<file path="src/rtl/gnr_cycle_detect.sv">
// Floyd-style cycle detector driving a Boolean network of N nodes.
// For every initial state in [init_first .. init_last] (with wrap-around) the
// nodes are loaded, then tortoise (s0) and hare (s1) are stepped until they
// meet or the step budget runs out. One result is emitted per initial state.
module gnr_cycle_detect #(
  parameter int N         = 8,
  parameter int CW        = 16,
  parameter int MAX_STEPS = 1024
) (
  input  logic          clk,
  input  logic          rst,
  input  logic          start,
  input  logic [N-1:0]  init_first,
  input  logic [N-1:0]  init_last,
  input  logic [N-1:0]  s0_in,
  input  logic [N-1:0]  s1_in,
  output logic          reset_nos,
  output logic          start_s0,
  output logic          start_s1,
  output logic [N-1:0]  init_state,
  output logic          res_valid,
  input  logic          res_ready,
  output logic [N-1:0]  res_init,
  output logic [CW-1:0] res_steps,
  output logic [N-1:0]  res_state,
  output logic          res_timeout,
  output logic          busy,
  output logic          done
);

  typedef enum logic [2:0] {IDLE, LOAD, RUN, EMIT, NEXT, FIN} state_t;

  localparam logic [CW-1:0] MAX_C  = CW'(MAX_STEPS);
  localparam logic [CW-1:0] STEP1  = CW'(1);
  localparam logic [N-1:0]  ONE_N  = N'(1);

  state_t        state, state_nx;
  logic [N-1:0]  cur, last_st;
  logic [CW-1:0] steps;
  logic          meet, tmo, step_en;

  // steps==0 hides the trivial s0==s1 right after the nodes were loaded
  assign meet = (steps != '0) && (s0_in == s1_in);
  assign tmo  = (steps == MAX_C) && !meet;

  assign start_s0   = step_en;
  assign start_s1   = step_en;
  assign init_state = cur;

  // state register
  always_ff @(posedge clk) begin
    if (rst) state <= IDLE;
    else     state <= state_nx;
  end

  // next-state and per-state control outputs
  always_comb begin
    state_nx  = state;
    reset_nos = 1'b0;
    step_en   = 1'b0;
    res_valid = 1'b0;
    busy      = 1'b1;
    done      = 1'b0;
    case (state)
      IDLE: begin
        busy = 1'b0;
        if (start) state_nx = LOAD;
      end
      LOAD: begin
        reset_nos = 1'b1;
        state_nx  = RUN;
      end
      RUN: begin
        if (meet || tmo) state_nx = EMIT;
        else             step_en  = 1'b1;
      end
      EMIT: begin
        res_valid = 1'b1;
        if (res_ready) state_nx = NEXT;
      end
      NEXT: begin
        state_nx = (cur == last_st) ? FIN : LOAD;
      end
      FIN: begin
        done     = 1'b1;
        state_nx = IDLE;
      end
      default: state_nx = IDLE;
    endcase
  end

  // sweep bookkeeping, step counter and result capture
  always_ff @(posedge clk) begin
    if (rst) begin
      cur         <= '0;
      last_st     <= '0;
      steps       <= '0;
      res_init    <= '0;
      res_steps   <= '0;
      res_state   <= '0;
      res_timeout <= 1'b0;
    end else begin
      case (state)
        IDLE: if (start) begin
          cur     <= init_first;
          last_st <= init_last;
        end
        LOAD: steps <= '0;
        RUN: begin
          if (meet) begin
            res_init    <= cur;
            res_steps   <= steps;
            res_state   <= s1_in;
            res_timeout <= 1'b0;
          end else if (tmo) begin
            res_init    <= cur;
            res_steps   <= MAX_C;
            res_state   <= s1_in;
            res_timeout <= 1'b1;
          end else begin
            steps <= steps + STEP1;
          end
        end
        // modulo-2^N increment gives the wrap-around sweep for free
        NEXT: if (cur != last_st) cur <= cur + ONE_N;
        default: ;
      endcase
    end
  end

endmodule

</file>
<file path="config.mk">
export PLATFORM = sky130hd
export DESIGN_NAME = gnr_cycle_detect
export DESIGN_NICKNAME = d
export VERILOG_FILES = /design/src/rtl/gnr_cycle_detect.sv
export SDC_FILE = /design/constraint.sdc
export NUM_CORES = 1
export LEC_CHECK = 0
export CAP_MARGIN = 25
export CELL_PAD_IN_SITES_DETAIL_PLACEMENT = 0
export CELL_PAD_IN_SITES_GLOBAL_PLACEMENT = 2
export CORE_MARGIN = 4
export CORE_UTILIZATION = 31
export CTS_CLUSTER_SIZE = 40
export DETAILED_ROUTE_END_ITERATION = 8
export PLACE_DENSITY = 0.85
export SYNTH_ARGS = -nofsm -noshare
export SYNTH_HDL_FRONTEND = slang
export SYNTH_SLANG_ARGS = --single-unit
</file>
<file path="constraint.sdc">
create_clock -name clk -period 4.04 [get_ports clk]
set_input_delay 1.01 -clock clk [delete_from_list [all_inputs] [get_ports clk]]
set_output_delay 1.01 -clock clk [all_outputs]
set_load 0.01 [all_outputs]
</file>
==> metrics <==
status=finished clean; number of antenna violations at the first check in global routing=0; clock tree root driver cell=clkbuf_8; most frequent cell after synthesis=dfxtp_1; total placed instance area=4364 um2; post-synthesis sequential area ratio=between 30% and 40%; sort of element at the end of the critical path=output pin; number of H-tree levels=3; clock-pin transition on the worst setup and hold timing paths=about 70 ps; cell type with the highest aggregate area in the netlist=dfxtp_1; endpoint of the most critical setup path=start_s0; Cell Chain, Critical Path=clkdlybuf4s50_1 > xnor2_1 > nand4_1 > nor3_1 > buf_4 > nor2_1 > clkdlybuf4s50_1; total of max-cap violations=0; summed negative setup slack over all endpoints=0 ps; commonest cells in the synthesized netlist=dfxtp_1 (68), nand2_1 (62), nor2_1 (18), nand3_1 (17); Max Transition Viols Final=0; type of the worst setup path=input port to output pin; destination of the worst register-to-register timing path=res_steps[14]; Critical Path Fanout Max=4; Max Fclk=between 200 and 300 MHz; count of input and output buffers=82; register-to-register setup slack=about 1500 ps; sum of overflow across all layers after global routing=0; cell type of the slowest stage on the worst timing path=clkdlybuf4s50_1; setup fix buffers added after clock tree synthesis=0; top cell type's share of synthesized area=39.36%; area of the mapped netlist=between 3000 and 4000 um2; library cells used by synthesis=56; CP arrival=between 2000 and 3000 ps; largest net degree at the start of global routing=49; number of sinks on the clock net=between 60 and 70; post-route cell area=between 4000 and 5000 um2; final RePlAce weighted congestion=about 0.82; Req. time, crit path=3030 ps; total vias in the final route=around 3200; DRC marker count from the first detailed-route iteration=between 150 and 200; net total in the final layout=~520; setup violation total in the final timing report=0; Synth Instances=about 400; VDD IR max=124.4 uV; number of cells on the worst reg-to-reg path=8; number of antenna cells inserted=0; first-pass detailed-route iteration total=4; max-slew headroom at the worst pin=~58%; cell repeated most along the worst path=clkdlybuf4s50_1; count of filler cells inserted in the layout=around 1100; register bit count reported by yosys=68; maximum clock insertion buffer count=2; register cell area after layout=about 1400 um2; insertion delay to the later sink of the worst-skew pair=350 ps; CTS buffer count=9; Post-synth EDFFs=0; RSZ-0062 raised after global routing=false; number of ports placed on the die boundary=83; GR Util All Layers=roughly 16%; vias in the first global route=3249; Initial Utilization=31.76%; post-layout minimum cycle time=around 3800 ps; Multi-input gate area=between 1500 and 2000 um2; total number of placement rows=38; die area=around 13000 um2; core region area=~11000 um2; wire length of the first global-routing pass=roughly 16000 um; layout cells sized above 1=9.711%; leakage power total=roughly 1.5 nW; half-perimeter wire length after detailed placement=between 7000 and 8000 um; vias per cell=just over 5; ys async rst share=0%; Synth Flop Type=dfxtp_1; count of final hold-check violations=0; routed wire length per instance=roughly 16 um; slew at the pin with the worst max-slew slack=629.9 ps; Critical Path Start=s1_in[7]; largest cells by area after synthesis=dfxtp_1 (39%), nand2_1 (6.7%), mux2i_1 (4.6%), a22o_1 (3.8%), xnor2_1 (3.8%); Pwr Density=~350 nW/um2; CTS tree=built; Total Routed Length=between 10000 and 15000 um; number of synthesis warnings=0; relative area change from synthesis to final layout=32.49%; Die Span Y=~110 um; residual DRC count=0; horizontal die dimension=~110 um; RR Startpoint=steps[6]; delay contributed by the slowest stage of the critical path=about 600 ps; average footprint of a synthesized cell=between 8 and 9 um2; antenna violation net count after detailed routing=0; final setup skew=approximately 8.1 ps; category of the worst setup path launch point=input port; path type of the worst min-delay path=register to register; nets in the synthesized netlist=roughly 440; post-route fraction of the period consumed by the critical path=between 90% and 100%
==> flip-flops by register name, summed over array words and instances (netlist names) <==
signal / flops
init_state: 8
last_st: 8
res_init: 8
res_state: 8
res_steps: 16
res_timeout: 1
state: 3
steps: 16
==> stage by stage <==
stage	cells	hold WS, ps	power [mW]	util, %	setup slack [ps]
finish	624	458.5	1.588	42.08	238.9
global route	624	472.8	1.669	42.08	98.88
CTS	624	457.3	1.614	42.02	202.1
detailed placement	608	447.5	1.009	40.08	225.9
global placement	608	442.7	1.010	40.08	233.1
floorplan	399	445.4	0.8957	-	831.4
==> metal layers <==
metal	vias to the layer above	wire, um	track usage, %
met5	-	0	0
met4	0	136	4.808
met3	14	518	4.085
met2	81	4884	27.05
met1	1533	4473	19.48
li1	1616	-	-
==> worst max-delay path: cells and delay by family <==
family	cells	cell delay, ps
XOR/XNOR	1	140
buffers and inverters	3	1180
AND/OR/NAND/NOR	3	450
==> area by class of cell <==
cell class	count	area share [%]
Sequential cell	68	29.71
Clock buffer	11	3.304
Tap cell	140	3.823
Inverter	10	0.8192
Multi-Input combinational cell	293	40.66
Timing Repair Buffer	97	20.37
Clock inverter	5	1.311
==> cells in the final DEF, fill, tap and decap left out, types with 4 or more instances in the layout <==
cell type	synthesis	final
nor3_1	13	13
nor2b_1	16	16
nor2_1	18	18
a211oi_1	4	4
clkbuf_8	7	11
buf_4	1	15
nor4_1	8	8
nand2_1	62	62
a21oi_1	16	16
clkdlybuf4s50_1	0	82
nand4_1	5	5
clkinvlp_4	0	4
o21a_1	4	4
xnor2_1	15	15
mux2i_1	16	16
a22o_1	15	15
a311oi_1	8	8
nor3b_1	4	4
or4_1	5	5
o31a_1	4	4
o21ai_0	7	7
inv_1	9	9
o32ai_1	6	6
nand3_1	17	17
dfxtp_1	68	68
a31oi_1	9	9
==> what timing repair did <==
action | 4_1_cts | 5_1_grt
hold buffers | 0 | 0
resized for setup | 0 | 1
setup endpoints to repair | 0 | 2
==> power breakdown <==
group | switching, mW | internal, mW
combinational | 0.144 | 0.128
clock | 0.276 | 0.318
sequential | 0.0301 | 0.691
total | 0.450 | 1.14
==> worst min path at each step <==
| stage | startpoint | to | slack (ps) | cells after the start |
|---|---|---|---|---|
| floorplan | last_st[2] | last_st[2] | 450 | 2 |
| global placement | res_state[6] | res_state[6] | 440 | 2 |
| detailed placement | res_state[0] | res_state[0] | 450 | 2 |
| CTS | res_state[0] | res_state[0] | 460 | 2 |
| global route | res_state[0] | res_state[0] | 470 | 2 |
| finish | res_state[2] | res_state[2] | 460 | 2 |
==> cells by family (layout without fill, tap and decap cells) <==
kind of cell | after synthesis | count (layout) | share of synthesized area [%]
xor+xnor | 16 | 16 | 4.052
flops | 68 | 68 | 39.36
fa+ha+maj | 3 | 3 | 1.085
mux | 17 | 17 | 4.956
simple gates | 171 | 171 | 25.58
buf+inv | 38 | 123 | 6.946
compound gates | 86 | 86 | 18.02
Power figures use the tool's default switching activity.
